### src/rtl/clk_enable_gen.sv
// Multi-channel fractional clock-enable generator: each channel pulses cen at refclk*NUM/DEN.
// Latency: cen is registered; a channel first accumulates on the edge after its locked flag rises.
// Backpressure: cfg_ready is high only in IDLE; held requests are accepted once settling finishes.
module clk_enable_gen #(
    parameter int                          CHANNELS    = 2,
    parameter int                          ACC_W       = 16,
    parameter int                          LOCK_CYCLES = 256,
    parameter logic [CHANNELS*ACC_W-1:0]   DEF_NUM     = {16'd1, 16'd1},
    parameter logic [CHANNELS*ACC_W-1:0]   DEF_DEN     = {16'd1, 16'd8}
) (
    input  logic                refclk,
    input  logic                rst,
    input  logic                cfg_valid,
    output logic                cfg_ready,
    input  logic [2:0]          cfg_chan,
    input  logic [ACC_W-1:0]    cfg_num,
    input  logic [ACC_W-1:0]    cfg_den,
    input  logic [ACC_W-1:0]    cfg_phase,
    output logic                cfg_err,
    output logic [CHANNELS-1:0] cen,
    output logic [CHANNELS-1:0] locked
);

    localparam int              CNT_W    = (LOCK_CYCLES > 1) ? $clog2(LOCK_CYCLES) : 1;
    localparam logic [CNT_W-1:0] CNT_INIT = CNT_W'(LOCK_CYCLES - 1);

    typedef enum logic {
        IDLE   = 1'b0,
        SETTLE = 1'b1
    } state_t;

    state_t              state_q, state_d;
    logic [CNT_W-1:0]    cnt_q, cnt_d;
    logic [CHANNELS-1:0] target_q, target_d;
    logic                ready_q, ready_d;
    logic                err_q, err_d;
    logic [CHANNELS-1:0] cen_q, cen_d;
    logic [CHANNELS-1:0] locked_q, locked_d;
    logic [ACC_W-1:0]    num_q [CHANNELS];
    logic [ACC_W-1:0]    num_d [CHANNELS];
    logic [ACC_W-1:0]    den_q [CHANNELS];
    logic [ACC_W-1:0]    den_d [CHANNELS];
    logic [ACC_W-1:0]    acc_q [CHANNELS];
    logic [ACC_W-1:0]    acc_d [CHANNELS];

    logic                cfg_fire;
    logic                cfg_bad;
    logic                cfg_load;
    logic [CHANNELS-1:0] sel;
    logic                settle_done;

    assign cfg_ready = ready_q;
    assign cfg_err   = err_q;
    assign cen       = cen_q;
    assign locked    = locked_q;

    // Request decode: a handshake either loads one channel or is rejected outright.
    always_comb begin
        cfg_fire = cfg_valid & ready_q;
        cfg_bad  = (int'(cfg_chan) >= CHANNELS) || (cfg_den == '0) ||
                   (cfg_num > cfg_den) || (cfg_phase >= cfg_den);
        cfg_load = cfg_fire & ~cfg_bad;
        sel      = '0;
        for (int i = 0; i < CHANNELS; i++) begin
            sel[i] = cfg_load && (cfg_chan == 3'(i));
        end
    end

    // Next-state logic: IDLE waits for a valid request, SETTLE counts down to lock.
    always_comb begin
        state_d     = state_q;
        cnt_d       = cnt_q;
        target_d    = target_q;
        settle_done = 1'b0;
        case (state_q)
            IDLE: begin
                if (cfg_load) begin
                    state_d  = SETTLE;
                    cnt_d    = CNT_INIT;
                    target_d = sel;
                end
            end
            SETTLE: begin
                if (cnt_q == '0) begin
                    state_d     = IDLE;
                    settle_done = 1'b1;
                end else begin
                    cnt_d = cnt_q - 1'b1;
                end
            end
            default: state_d = IDLE;
        endcase
    end

    // Handshake outputs: ready returns with settle completion, error is a single-cycle pulse.
    always_comb begin
        ready_d = ready_q;
        if (settle_done) begin
            ready_d = 1'b1;
        end else if (cfg_load) begin
            ready_d = 1'b0;
        end
        err_d = cfg_fire & cfg_bad;
    end

    // Per-channel accumulators: locked channels step; a selected channel reloads and unlocks.
    always_comb begin
        logic [ACC_W:0] sum;
        sum      = '0;
        cen_d    = '0;
        locked_d = locked_q;
        num_d    = num_q;
        den_d    = den_q;
        acc_d    = acc_q;
        for (int i = 0; i < CHANNELS; i++) begin
            // One extra bit so acc + num never wraps before the compare.
            sum = {1'b0, acc_q[i]} + {1'b0, num_q[i]};
            if (locked_q[i]) begin
                if (sum >= {1'b0, den_q[i]}) begin
                    acc_d[i] = ACC_W'(sum - {1'b0, den_q[i]});
                    cen_d[i] = 1'b1;
                end else begin
                    acc_d[i] = sum[ACC_W-1:0];
                end
            end
            if (sel[i]) begin
                num_d[i]    = cfg_num;
                den_d[i]    = cfg_den;
                acc_d[i]    = cfg_phase;
                cen_d[i]    = 1'b0;
                locked_d[i] = 1'b0;
            end
            if (settle_done && target_q[i]) begin
                locked_d[i] = 1'b1;
            end
        end
    end

    // State register with synchronous reset to the default rates and a full-chip settle.
    always_ff @(posedge refclk) begin
        if (rst) begin
            state_q  <= SETTLE;
            cnt_q    <= CNT_INIT;
            target_q <= '1;
            ready_q  <= 1'b0;
            err_q    <= 1'b0;
            cen_q    <= '0;
            locked_q <= '0;
            for (int i = 0; i < CHANNELS; i++) begin
                num_q[i] <= DEF_NUM[i*ACC_W +: ACC_W];
                den_q[i] <= DEF_DEN[i*ACC_W +: ACC_W];
                acc_q[i] <= '0;
            end
        end else begin
            state_q  <= state_d;
            cnt_q    <= cnt_d;
            target_q <= target_d;
            ready_q  <= ready_d;
            err_q    <= err_d;
            cen_q    <= cen_d;
            locked_q <= locked_d;
            num_q    <= num_d;
            den_q    <= den_d;
            acc_q    <= acc_d;
        end
    end

endmodule

### config.mk
export PLATFORM = sky130hd
export DESIGN_NAME = clk_enable_gen
export DESIGN_NICKNAME = d
export VERILOG_FILES = /design/src/rtl/clk_enable_gen.sv
export SDC_FILE = /design/constraint.sdc
export NUM_CORES = 1
export LEC_CHECK = 0
export BUFFER_PORTS_ARGS = -buffer_cell sky130_fd_sc_hd__buf_2
export CORE_MARGIN = 1
export CORE_UTILIZATION = 25
export CTS_CLUSTER_DIAMETER = 40
export DETAILED_ROUTE_END_ITERATION = 8
export PLACE_DENSITY = 0.41
export REMOVE_ABC_BUFFERS = 1
export SLEW_MARGIN = 20
export SYNTH_ARGS = -nofsm -noshare
export SYNTH_HDL_FRONTEND = slang
export SYNTH_SLANG_ARGS = --single-unit
### constraint.sdc
create_clock -name refclk -period 4.9 [get_ports refclk]
set_input_delay 0.98 -clock refclk [delete_from_list [all_inputs] [get_ports refclk]]
set_output_delay 0.98 -clock refclk [all_outputs]
set_load 0.01 [all_outputs]
==> results.md, run 1 <==
* WP data required at roughly 5.3 ns
* Hold crit path type: register to register
* Die W at approximately 190 microns
* Residual DRC at 0
* Largest net degree at the start of global routing at 52
* Fin area at 0.0100 sq mm
* Avg Inst Size Synth at about 7.7 sq um
* Outcome: finished clean
* Peak supply drop at between 0.2 and 0.25 mV
* Post-synth EDFFs at 0
* Setup Skew at 0.00848 ns
* Dpl ws at about 0.19 ns
* Pwr dens at 241 mW/mm^2
* Cts hold-fix bufs at 0
* CTS Sinks at 113
* Core area at between 0.03 and 0.04 sq mm
* GRT Overall Usage at 16.1%
* CP delay by family, top: compound AO/OA/AOI/OAI gates
* ANT nets after route at 0
* NumNets Final at around 1300
* FILL cells at around 3700
* Layout cell share with drive strength beyond 1 at between 10% and 20%
* Global-route wire length before repair at 43400 microns
* Cell Area, Synth at roughly 0.0085 sq mm
* Vias in the first global route at 7711
* Min-Delay Endpoint: den_q[26]
* Final setup violation count at 0
* Via count at between 8000 and 9000
* Post-CTS setup buffer count at 0
* Placer congestion estimate at just under 0.9
* Setup crit end kind: register
* # port buffers at 59
* Area contributors post-synth: dfxtp_1 27%, ha_1 14%, nand2_1 8.0%
* Post-Place Cell Area at about 0.0094 sq mm
* Post-Synthesis Cells at 1104
* Number of buffers created by CTS at 17
* Fraction of registers with async set/reset at 0%
* I/O Pins at 60
* Initial Util at 25.4%
* Hold Fails Final Rpt at 0
* CTS resizes at 0
* Yosys top cell area share at between 20% and 30%
* Max Root-Sink Buffers at 2
* Buf/Inv on CP at 2
* Netlist cell types at slightly above 60
* Clk_lat worst skew at 0.43 ns
* Hold path cells at 2
* Worst reg-to-reg setup slack at approximately 0.32 ns
* Tcrit/Tclk final at between 90 and 100%
* Slew Limit Headroom at 31.8%
* Antenna violations before repair at 0
* CTS tree: built
* Site Rows at 67
* Crit-path slowest cell: fa_1
* Max Slew Vio Count at 0
* Worst setup margin at about 0.32 ns
* CP Class: register to register
* Root cell of the clock tree: clkbuf_16
* Flops & latches, synth at between 100 and 150
* Main synth FF type: dfxtp_1
* Placed cell count at 1585
* Clock transition at path regs at approximately 0.060 ns
* Routed vias/inst at ~5.0
* WL final at ~28000 microns
* Setup TNS at 0 ns
* Lkg Pwr at 4.07 nW
* FMAX at 218 MHz
* Die H at 187 microns
* RR Endpoint: acc_q[10]
* Worst R2R Start: num_q[0]
* Routed WL per cell at around 17 microns
* Sequential area share after synthesis at a little over a quarter
* DR pass1 iterations at 5
* Ordered list of cells on the worst path: ha_1 > fa_1 > a211oi_2 > o21ai_2 > a21o_1 > a21oi_1 > xnor2_1 > ha_1 > a211oi_1 > buf_4 > a211oi_1 > o21ai_0 > o311ai_2 > a211oi_4 > buf_6 > mux2i_1 > a2111oi_1 > a31o_1
* DR iter-0 viols at 437
* Detail Placement HPWL at ~22000 microns
* Grt ovf at 0
* Synth area leader: dfxtp_1
* Hold_sp: den_q[26]
* Crit path arrival time at between 4 and 5 ns
* Synth warn at 0
* Slew at the pin with the worst max-slew slack at 1.02 ns
* CTS H-tree lvls at 4
* Worst Reg-to-Reg Cells at 18
* Die Area at approximately 0.035 sq mm
* RSZ-0062 raised after global routing: no
* Max cap viols at 0
* Fin cells at ~1600
* Crit-path max cell delay at about 0.45 ns
* Final core occ at between 20% and 30%
* Layout area overhead at 17.8%
* Max FO, Critical Path at 14
* Tmin final at 4.58 ns
* Critical path startpoint category: register
* Ant. Diodes at 0
[where the power goes]
| group | internal [mW] | switching (mW) |
|---|---|---|
| Clock | 0.856 | 0.492 |
| Sequential | 0.921 | 0.00242 |
| Combinational | 0.0490 | 0.0986 |
| Total | 1.83 | 0.593 |
[placed cells by master, fill, tap and decap left out, drive strengths merged, types with 15 or more instances in the layout]
cell type	n
nand2	183
a21oi	131
dfxtp	113
ha	97
inv	79
buf	78
nor2	68
o21ai	40
xnor2	31
mux2i	25
nand3	24
a31o	18
a2111oi	18
nor3	17
clkbuf	17
xor2	16
a211oi	15
[cells by family (layout without fill, tap and decap cells)]
group           count (synthesis)  count (layout)  synth area share (%)
simple gates                  367             367                  19.4
fa+ha+maj                     101             101                  15.2
buf+inv                       122             187                  5.60
mux                            27              27                  3.20
flops                         113             113                  26.5
xor+xnor                       47              47                  4.82
compound gates                327             327                  25.3
[cell usage after synthesis (all sizes together) (7+ instances only)]
master / instances
o41ai: 10
a211oi: 15
nand2: 183
nor2: 68
inv: 77
ha: 97
a2111oi: 18
o211ai: 14
o21ai: 40
a211o: 9
buf: 13
nor3: 17
a31oi: 8
nor4: 8
nor2b: 12
o21a: 11
a21oi: 131
mux2i: 25
xor2: 16
a21o: 14
xnor2: 31
nand3: 24
a31o: 18
and4: 7
clkbuf: 32
or3: 8
and3: 10
nand4: 9
dfxtp: 113
[worst max path at each step]
stage / start / to / slack, ns / depth (start not counted)
2_1_floorplan: num_q[6] / acc_q[11] / 0.35 / 16
3_3_place_gp: num_q[6] / acc_q[5] / 0.21 / 16
3_5_place_dp: num_q[6] / acc_q[7] / 0.19 / 16
4_1_cts: num_q[6] / acc_q[7] / 0.14 / 16
5_1_grt: num_q[16] / acc_q[17] / 0.02 / 19
6_report: num_q[0] / acc_q[10] / 0.32 / 18
[metal layers]
| metal | vias up | global-route usage (%) | part of all wire (%) |
|---|---|---|---|
| met5 | - | 0 | 0 |
| met4 | 0 | 4.82 | 1.7 |
| li1 | 4092 | - | - |
| met1 | 3792 | 22.8 | 51 |
| met3 | 28 | 3.12 | 4.4 |
| met2 | 168 | 24.3 | 43 |
[state kept, by name (all words and copies together) (netlist names)]
signal	flops
acc_q	32
den_q	32
num_q	32
cnt_q	8
cen	2
locked	2
target_q	2
cfg_err	1
cfg_ready	1
state_q	1
[worst register-to-register path, delay by kind of cell, from the launching register on]
kind / cells / cell delay, ns
AOI/OAI and AO/OA: 11 / 2.47
xor gates and xnor gates: 1 / 0.19
adders and majority gates: 3 / 1.05
buffers and inverters: 2 / 0.41
DFF: 1 / 0.31
muxes: 1 / 0.11
[cell type report]
cell class	instances	area, sq um	share of cell area, %
flip-flops and latches	113	2260	22.5
clock buffers	17	425	4.23
inverters	77	289	2.88
well taps	448	561	5.58
repair buffers	78	457	4.54
clock inverters	15	210	2.09
multi-input cells	869	5850	58.2
[stage by stage]
stage	hold WS [ns]	power (mW)
2_1_floorplan	0.427	1.00
3_3_place_gp	0.445	1.09
3_5_place_dp	0.447	1.09
4_1_cts	0.456	2.46
5_1_grt	0.475	2.51
6_report	0.452	2.42
Power figures use the tool's default switching activity.
==> inputs of run 2 (changes only) <==
BUFFER_PORTS_ARGS = -buffer_cell sky130_fd_sc_hd__buf_4   (was -buffer_cell sky130_fd_sc_hd__buf_2)
==> results.md, run 2 (synthesis results as in run 1) <==
* Max cap viols at 0 (unchanged)
* Crit-path max cell delay at 0.44 ns (about the same)
* Post-Place Cell Area at 0.00950 sq mm (+1.4%)
* Vias in the first global route at 7787 (+0.99%)
* Met3 wire length at 1010 microns (-18%)
* Critical path startpoint category: register
* RSZ-0062 raised after global routing: no
* Site Rows at 67 (unchanged)
* Slew Limit Headroom at 29.0% (-2.8 points)
* NumNets Final at 1308 (-0.23%)
* Clock power share at 54.2% (-1.5 points)
* Total power at 2.36 mW (-2.4%)
* DR iter-0 viols at 443 (+1.4%)
* Peak supply drop at 0.232 mV (-1.0%)
* Largest regs: acc_q (32), den_q (32), num_q (32)
* Routed WL per cell at 17.3 microns (+0.74%)
* Final core occ at 30.2% (+0.18 points)
* FILL cells at 3711 (+0.38%)
* Hold Fails Final Rpt at 0 (unchanged)
* Die W at 187 microns (unchanged)
* Switching Fraction at 24.7% (+0.23 points)
* Ant. Diodes at 0 (unchanged)
* GRT Overall Usage at 16.2% (+0.15 points)
* Layout cell share with drive strength beyond 1 at 11.7% (-0.65 points)
* Ordered list of cells on the worst path: ha_1 > a2111oi_0 > o21ai_0 > a31o_2 > o22ai_2 > mux2i_1 > or2_2 > ha_1 > inv_1 > or2_2 > nor4_1 > or3_1 > a211oi_4 > buf_12 > mux2i_1 > a2111oi_0 > a31o_1
* Detail Placement HPWL at 21600 microns (-0.31%)
* WL met2 at 12100 microns (+1.4%)
* I/O Pins at 60 (unchanged)
* Largest net degree at the start of global routing at 66 (+27%)
* Tmin final at 4.66 ns (+0.0823 ns)
* Comb pwr share at 6.7% (+0.6 points)
* WP data required at 5.27 ns (about the same)
* CP Class: register to register
* CTS H-tree lvls at 4 (unchanged)
* Lkg Pwr at 4.07 nW (about the same)
* CTS tree: built
* Pwr dens at 234 mW/mm^2 (-2.9%)
* Max FO, Critical Path at 15 (+1)
* Die H at 187 microns (unchanged)
* Fin area at 0.0101 sq mm (+0.61%)
* Setup TNS at 0 ns (unchanged)
* Setup crit end kind: register
* Number of buffers created by CTS at 17 (unchanged)
* Max Slew Vio Count at 0 (unchanged)
* Routed vias/inst at 4.96 (-0.72%)
* Internal power at 1.78 mW (-2.6%)
* ANT nets after route at 0 (unchanged)
* Tcrit/Tclk final at 95.2% (+1.7 points)
* FF/Latch Area at 0.00226 sq mm (unchanged)
* Clock transition at path regs at 0.06 ns (about the same)
* Initial Util at 25.4% (unchanged)
* Final setup violation count at 0 (unchanged)
* DR pass1 iterations at 5 (unchanged)
* Max Root-Sink Buffers at 2 (unchanged)
* Placer congestion estimate at 0.842 (-2.9%)
* Crit path arrival time at 5.03 ns (+0.08 ns)
* WL final at 27900 microns (+0.55%)
* Slew at the pin with the worst max-slew slack at 1.06 ns (+0.0367 ns)
* Residual DRC at 0 (unchanged)
* Root cell of the clock tree: clkbuf_16
* Crit-path slowest cell: a2111oi_0
* Core area at 0.0335 sq mm (unchanged)
* Net Sw Power at 585 uW (-1.4%)
* Post-CTS setup buffer count at 0 (unchanged)
* # port buffers at 59 (unchanged)
* Via count at 8007 (-0.90%)
* Top Metal Used: met4
* Die Area at 0.0349 sq mm (unchanged)
* Sequential share of power at 39.1% (+0.9 points)
* Global-route wire length before repair at 44100 microns (+1.6%)
* Multi-input logic area at 0.00582 sq mm (-0.49%)
* Antenna violations before repair at 0 (unchanged)
* CTS Sinks at 113 (unchanged)
* Hold crit path type: register to register
* Setup Skew at 0.00761 ns (-0.000872 ns)
* Outcome: finished clean
* FMAX at 214 MHz (-1.8%)
* Layout area overhead at 18.5%
* Commonest non-fill, non-tap cell in the layout: nand2_1
* Most frequent cells in the layout: 183 x nand2_1, 131 x a21oi_1, 113 x dfxtp_1
* DRT met1 WL at 14500 microns (+2.7%)
* Grt ovf at 0 (unchanged)
* Clk_lat worst skew at 0.42 ns (about the same)
-- run 2: changes by cell type in the layout (fill, tap and decap cells not counted), moves of 3 or more --
cell / delta
buf_2: -58
clkinvlp_4: +3
buf_4: +55
clkinv_2: +3
a2111oi_0: +6
clkinv_4: -5
a2111oi_1: -5
-- run 2: layer usage --
metal / track usage, % / vias up
li1: - / 4087
met1: 23.4 / 3739
met2: 24.9 / 164
met3: 2.60 / 17
met4: 3.97 / 0
met5: 0 / -
-- run 2: worst max-delay path, delay by kind of cell, from the launching register on --
kind,cells,cell delay [ns]
AO/OA/AOI/OAI,7,1.85
adder cells (fa/ha/maj),2,0.77
buffers and inverters,2,0.25
flip-flops,1,0.31
multiplexers,2,0.26
AND/OR/NAND/NOR,4,1.14
-- run 2: layout make-up --
cell class / count / share of cell area [%]
clock buffers: 18 / 4.24
clock inverters: 14 / 1.63
inverters: 77 / 2.86
multi-input cells: 869 / 57.5
flip-flops and latches: 113 / 22.4
well taps: 448 / 5.54
repair buffers: 75 / 5.82
-- run 2: power groups by stage --
stage                     Combinational (mW)  Sequential (mW)  Clock, mW
after floorplan                       0.0578            0.943          0
after global placement                 0.158            0.943          0
after detailed placement               0.158            0.943          0
after CTS                              0.159            0.923       1.32
after global routing                   0.177            0.923       1.36
final                                  0.158            0.923       1.28
-- run 2: through the flow --
| stage | std cells | setup slack (ns) | hold WS (ns) |
|---|---|---|---|
| 6_report | 1614 | 0.235 | 0.455 |
| 5_1_grt | 1614 | 0.00628 | 0.477 |
| 4_1_cts | 1614 | 0.186 | 0.456 |
| 3_5_place_dp | 1582 | 0.262 | 0.447 |
| 3_3_place_gp | 1582 | 0.302 | 0.444 |
| 2_1_floorplan | 1059 | 0.355 | 0.427 |
-- run 2: worst paths after layout --
kind               to  slack (ns)  cells past startpoint  startpoint
max reg2reg  acc_q[3]        0.24                     17    num_q[6]
min reg2reg  den_q[9]        0.45                      2    den_q[9]
max          acc_q[3]        0.24                     17    num_q[6]
min          den_q[9]        0.45                      2    den_q[9]
-- run 2: repair_timing --
item                                    CTS  global route
hold buffers                              0             0
resized for setup                         0             8
endpoints found under the setup margin    0            10
==> inputs of run 3 (changes only) <==
CORE_ASPECT_RATIO = 1.2   (was unset)
CORE_MARGIN = 5   (was 1)
==> results.md, run 3 (synthesis results as in run 1) <==
* Antenna violations before repair at 0 (unchanged)
* Ordered list of cells on the worst path: ha_1 > fa_1 > a211oi_1 > o21ai_1 > a21o_1 > a21oi_1 > xnor2_1 > ha_1 > a211oi_1 > buf_4 > a211oi_1 > o21ai_0 > o311ai_1 > a211oi_4 > buf_6 > mux2i_1 > a2111oi_0 > a31o_1
* Detail Placement HPWL at 22000 microns (+1.9%)
* WP data required at 5.26 ns (about the same)
* Final setup violation count at 0 (unchanged)
* Cell mode on critical path: a211oi_1
* Site Rows at 74 (+10%)
* Ant. Diodes at 0 (unchanged)
* WL final at 28100 microns (+0.85%)
* Commonest non-fill, non-tap cell in the layout: nand2_1
* Layout area overhead at 19.1%
* Clk_lat worst skew at 0.42 ns (about the same)
* Routed WL per cell at 17.4 microns (+0.42%)
* Max FO, Critical Path at 14 (-1)
* Placer congestion estimate at 0.831 (-1.3%)
* Setup Skew at 0.00894 ns (+0.00133 ns)
* CTS tree: built
* Initial Util at 25.2% (-0.27 points)
* Crit path arrival time at 4.94 ns (-0.09 ns)
* Root cell of the clock tree: clkbuf_16
* Die H at 212 microns (+14%)
* Clock transition at path regs at 0.06 ns (about the same)
* CP Class: register to register
* Tcrit/Tclk final at 93.5% (-1.7 points)
* Hold Fails Final Rpt at 0 (unchanged)
* Crit-path slowest cell: fa_1
* Largest net degree at the start of global routing at 61 (-7.6%)
* NumNets Final at 1307 (-0.076%)
* Fin cells at 1621 (+0.43%)
* Setup crit end kind: register
* Largest regs: acc_q (32), den_q (32), num_q (32)
* Vias in the first global route at 7847 (+0.77%)
* Layout cell share with drive strength beyond 1 at 11.3% (-0.33 points)
* Die Area at 0.0379 sq mm (+8.8%)
* Placed cell count at 1589 (+0.44%)
* CP delay by family, top: compound AO/OA/AOI/OAI gates
* Tmin final at 4.58 ns (-0.0848 ns)
* CTS H-tree lvls at 4 (unchanged)
* Max cap viols at 0 (unchanged)
* Outcome: finished clean
* Max Root-Sink Buffers at 2 (unchanged)
* Pwr dens at 243 mW/mm^2 (+3.8%)
* Die W at 179 microns (-4.3%)
* Global-route wire length before repair at 44300 microns (+0.36%)
* Setup TNS at 0 ns (unchanged)
* FMAX at 218 MHz (+1.9%)
* Crit-path max cell delay at 0.44 ns (about the same)
* DR iter-0 viols at 485 (+9.5%)
* Routed vias/inst at 4.94 (-0.43%)
* # port buffers at 59 (unchanged)
* RSZ-0062 raised after global routing: no
* Grt ovf at 0 (unchanged)
* GRT Overall Usage at 15.0% (-1.2 points)
* CTS Sinks at 113 (unchanged)
* Peak supply drop at 0.222 mV (-4.6%)
* FILL cells at 3785 (+2.0%)
* Slew Limit Headroom at 34.6% (+5.7 points)
* ANT nets after route at 0 (unchanged)
* Max Slew Vio Count at 0 (unchanged)
* Slew at the pin with the worst max-slew slack at 0.979 ns (-0.0796 ns)
* Lkg Pwr at 4.10 nW (+0.79%)
* Post-CTS setup buffer count at 0 (unchanged)
* Buf/Inv on CP at 2 (unchanged)
* DR pass1 iterations at 5 (unchanged)
* Residual DRC at 0 (unchanged)
* I/O Pins at 60 (unchanged)
* Core area at 0.0339 sq mm (+1.1%)
* Hold crit path type: register to register
* Hold WS at 0.452 ns (-0.00306 ns)
* Most frequent cells in the layout: 183 x nand2_1, 131 x a21oi_1, 113 x dfxtp_1
* Number of buffers created by CTS at 17 (unchanged)
* Via count at 8007 (unchanged)
* Critical path startpoint category: register
-- run 3: layout make-up --
class                           count  area [sq um]  share of cell area (%)
Inverter                           77           289                    2.84
Clock inverter                     10           180                    1.77
Clock buffer                       22           474                    4.66
Timing Repair Buffer               74           584                    5.75
Sequential cell                   113          2260                    22.3
Multi-Input combinational cell    869          5810                    57.1
Tap cell                          456           571                    5.61
-- run 3: worst paths after layout --
| path | start | endpoint | slack (ns) | cells past startpoint |
|---|---|---|---|---|
| setup / recovery | num_q[0] | acc_q[3] | 0.32 | 18 |
| setup reg to reg | num_q[0] | acc_q[3] | 0.32 | 18 |
| hold reg to reg | den_q[10] | den_q[10] | 0.45 | 2 |
| hold / removal | den_q[10] | den_q[10] | 0.45 | 2 |
-- run 3: routing by layer --
layer  vias up  GRT usage [%]  part of all wire (%)
li1       4066              -                     -
met1      3777           20.6                    49
met2       143           24.8                    46
met3        21           2.58                   4.0
met4         0           3.26                  0.99
met5         -              0                     0
-- run 3: report_power, final --
part	switching (mW)	total (mW)	internal (mW)	leakage, nW
Clock	0.444	1.38	0.939	0.316
Sequential	0.00241	0.924	0.922	0.911
Combinational	0.0990	0.160	0.0610	2.87
Total	0.545	2.47	1.92	4.10
-- run 3: what timing repair did --
item | CTS | global route
hold buffers | 0 | 0
endpoints found under the setup margin | 0 | 13
gates resized for setup | 0 | 5
-- run 3: worst register-to-register path: stages, from the launching register on --
cell and delay [ns]:
dfxtp_1 0.31, ha_1 0.24, fa_1 0.44, a211oi_1 0.28
o21ai_1 0.24, a21o_1 0.23, a21oi_1 0.17, xnor2_1 0.17
ha_1 0.34, a211oi_1 0.27, buf_4 0.17, a211oi_1 0.04
o21ai_0 0.22, o311ai_1 0.21, a211oi_4 0.29, buf_6 0.23
mux2i_1 0.11, a2111oi_0 0.41, a31o_1 0.15
-- run 3: through the flow --
step / instance area, sq um / setup slack [ns] / power (mW) / utilization (%)
2_1_floorplan: 8340 / 0.355 / 1.00 / -
3_3_place_gp: 9500 / 0.355 / 1.10 / 28.0
3_5_place_dp: 9500 / 0.220 / 1.10 / 28.0
5_1_grt: 10200 / 0.0119 / 2.56 / 30.0
6_report: 10200 / 0.320 / 2.47 / 30.0
4_1_cts: 10200 / 0.216 / 2.50 / 30.0
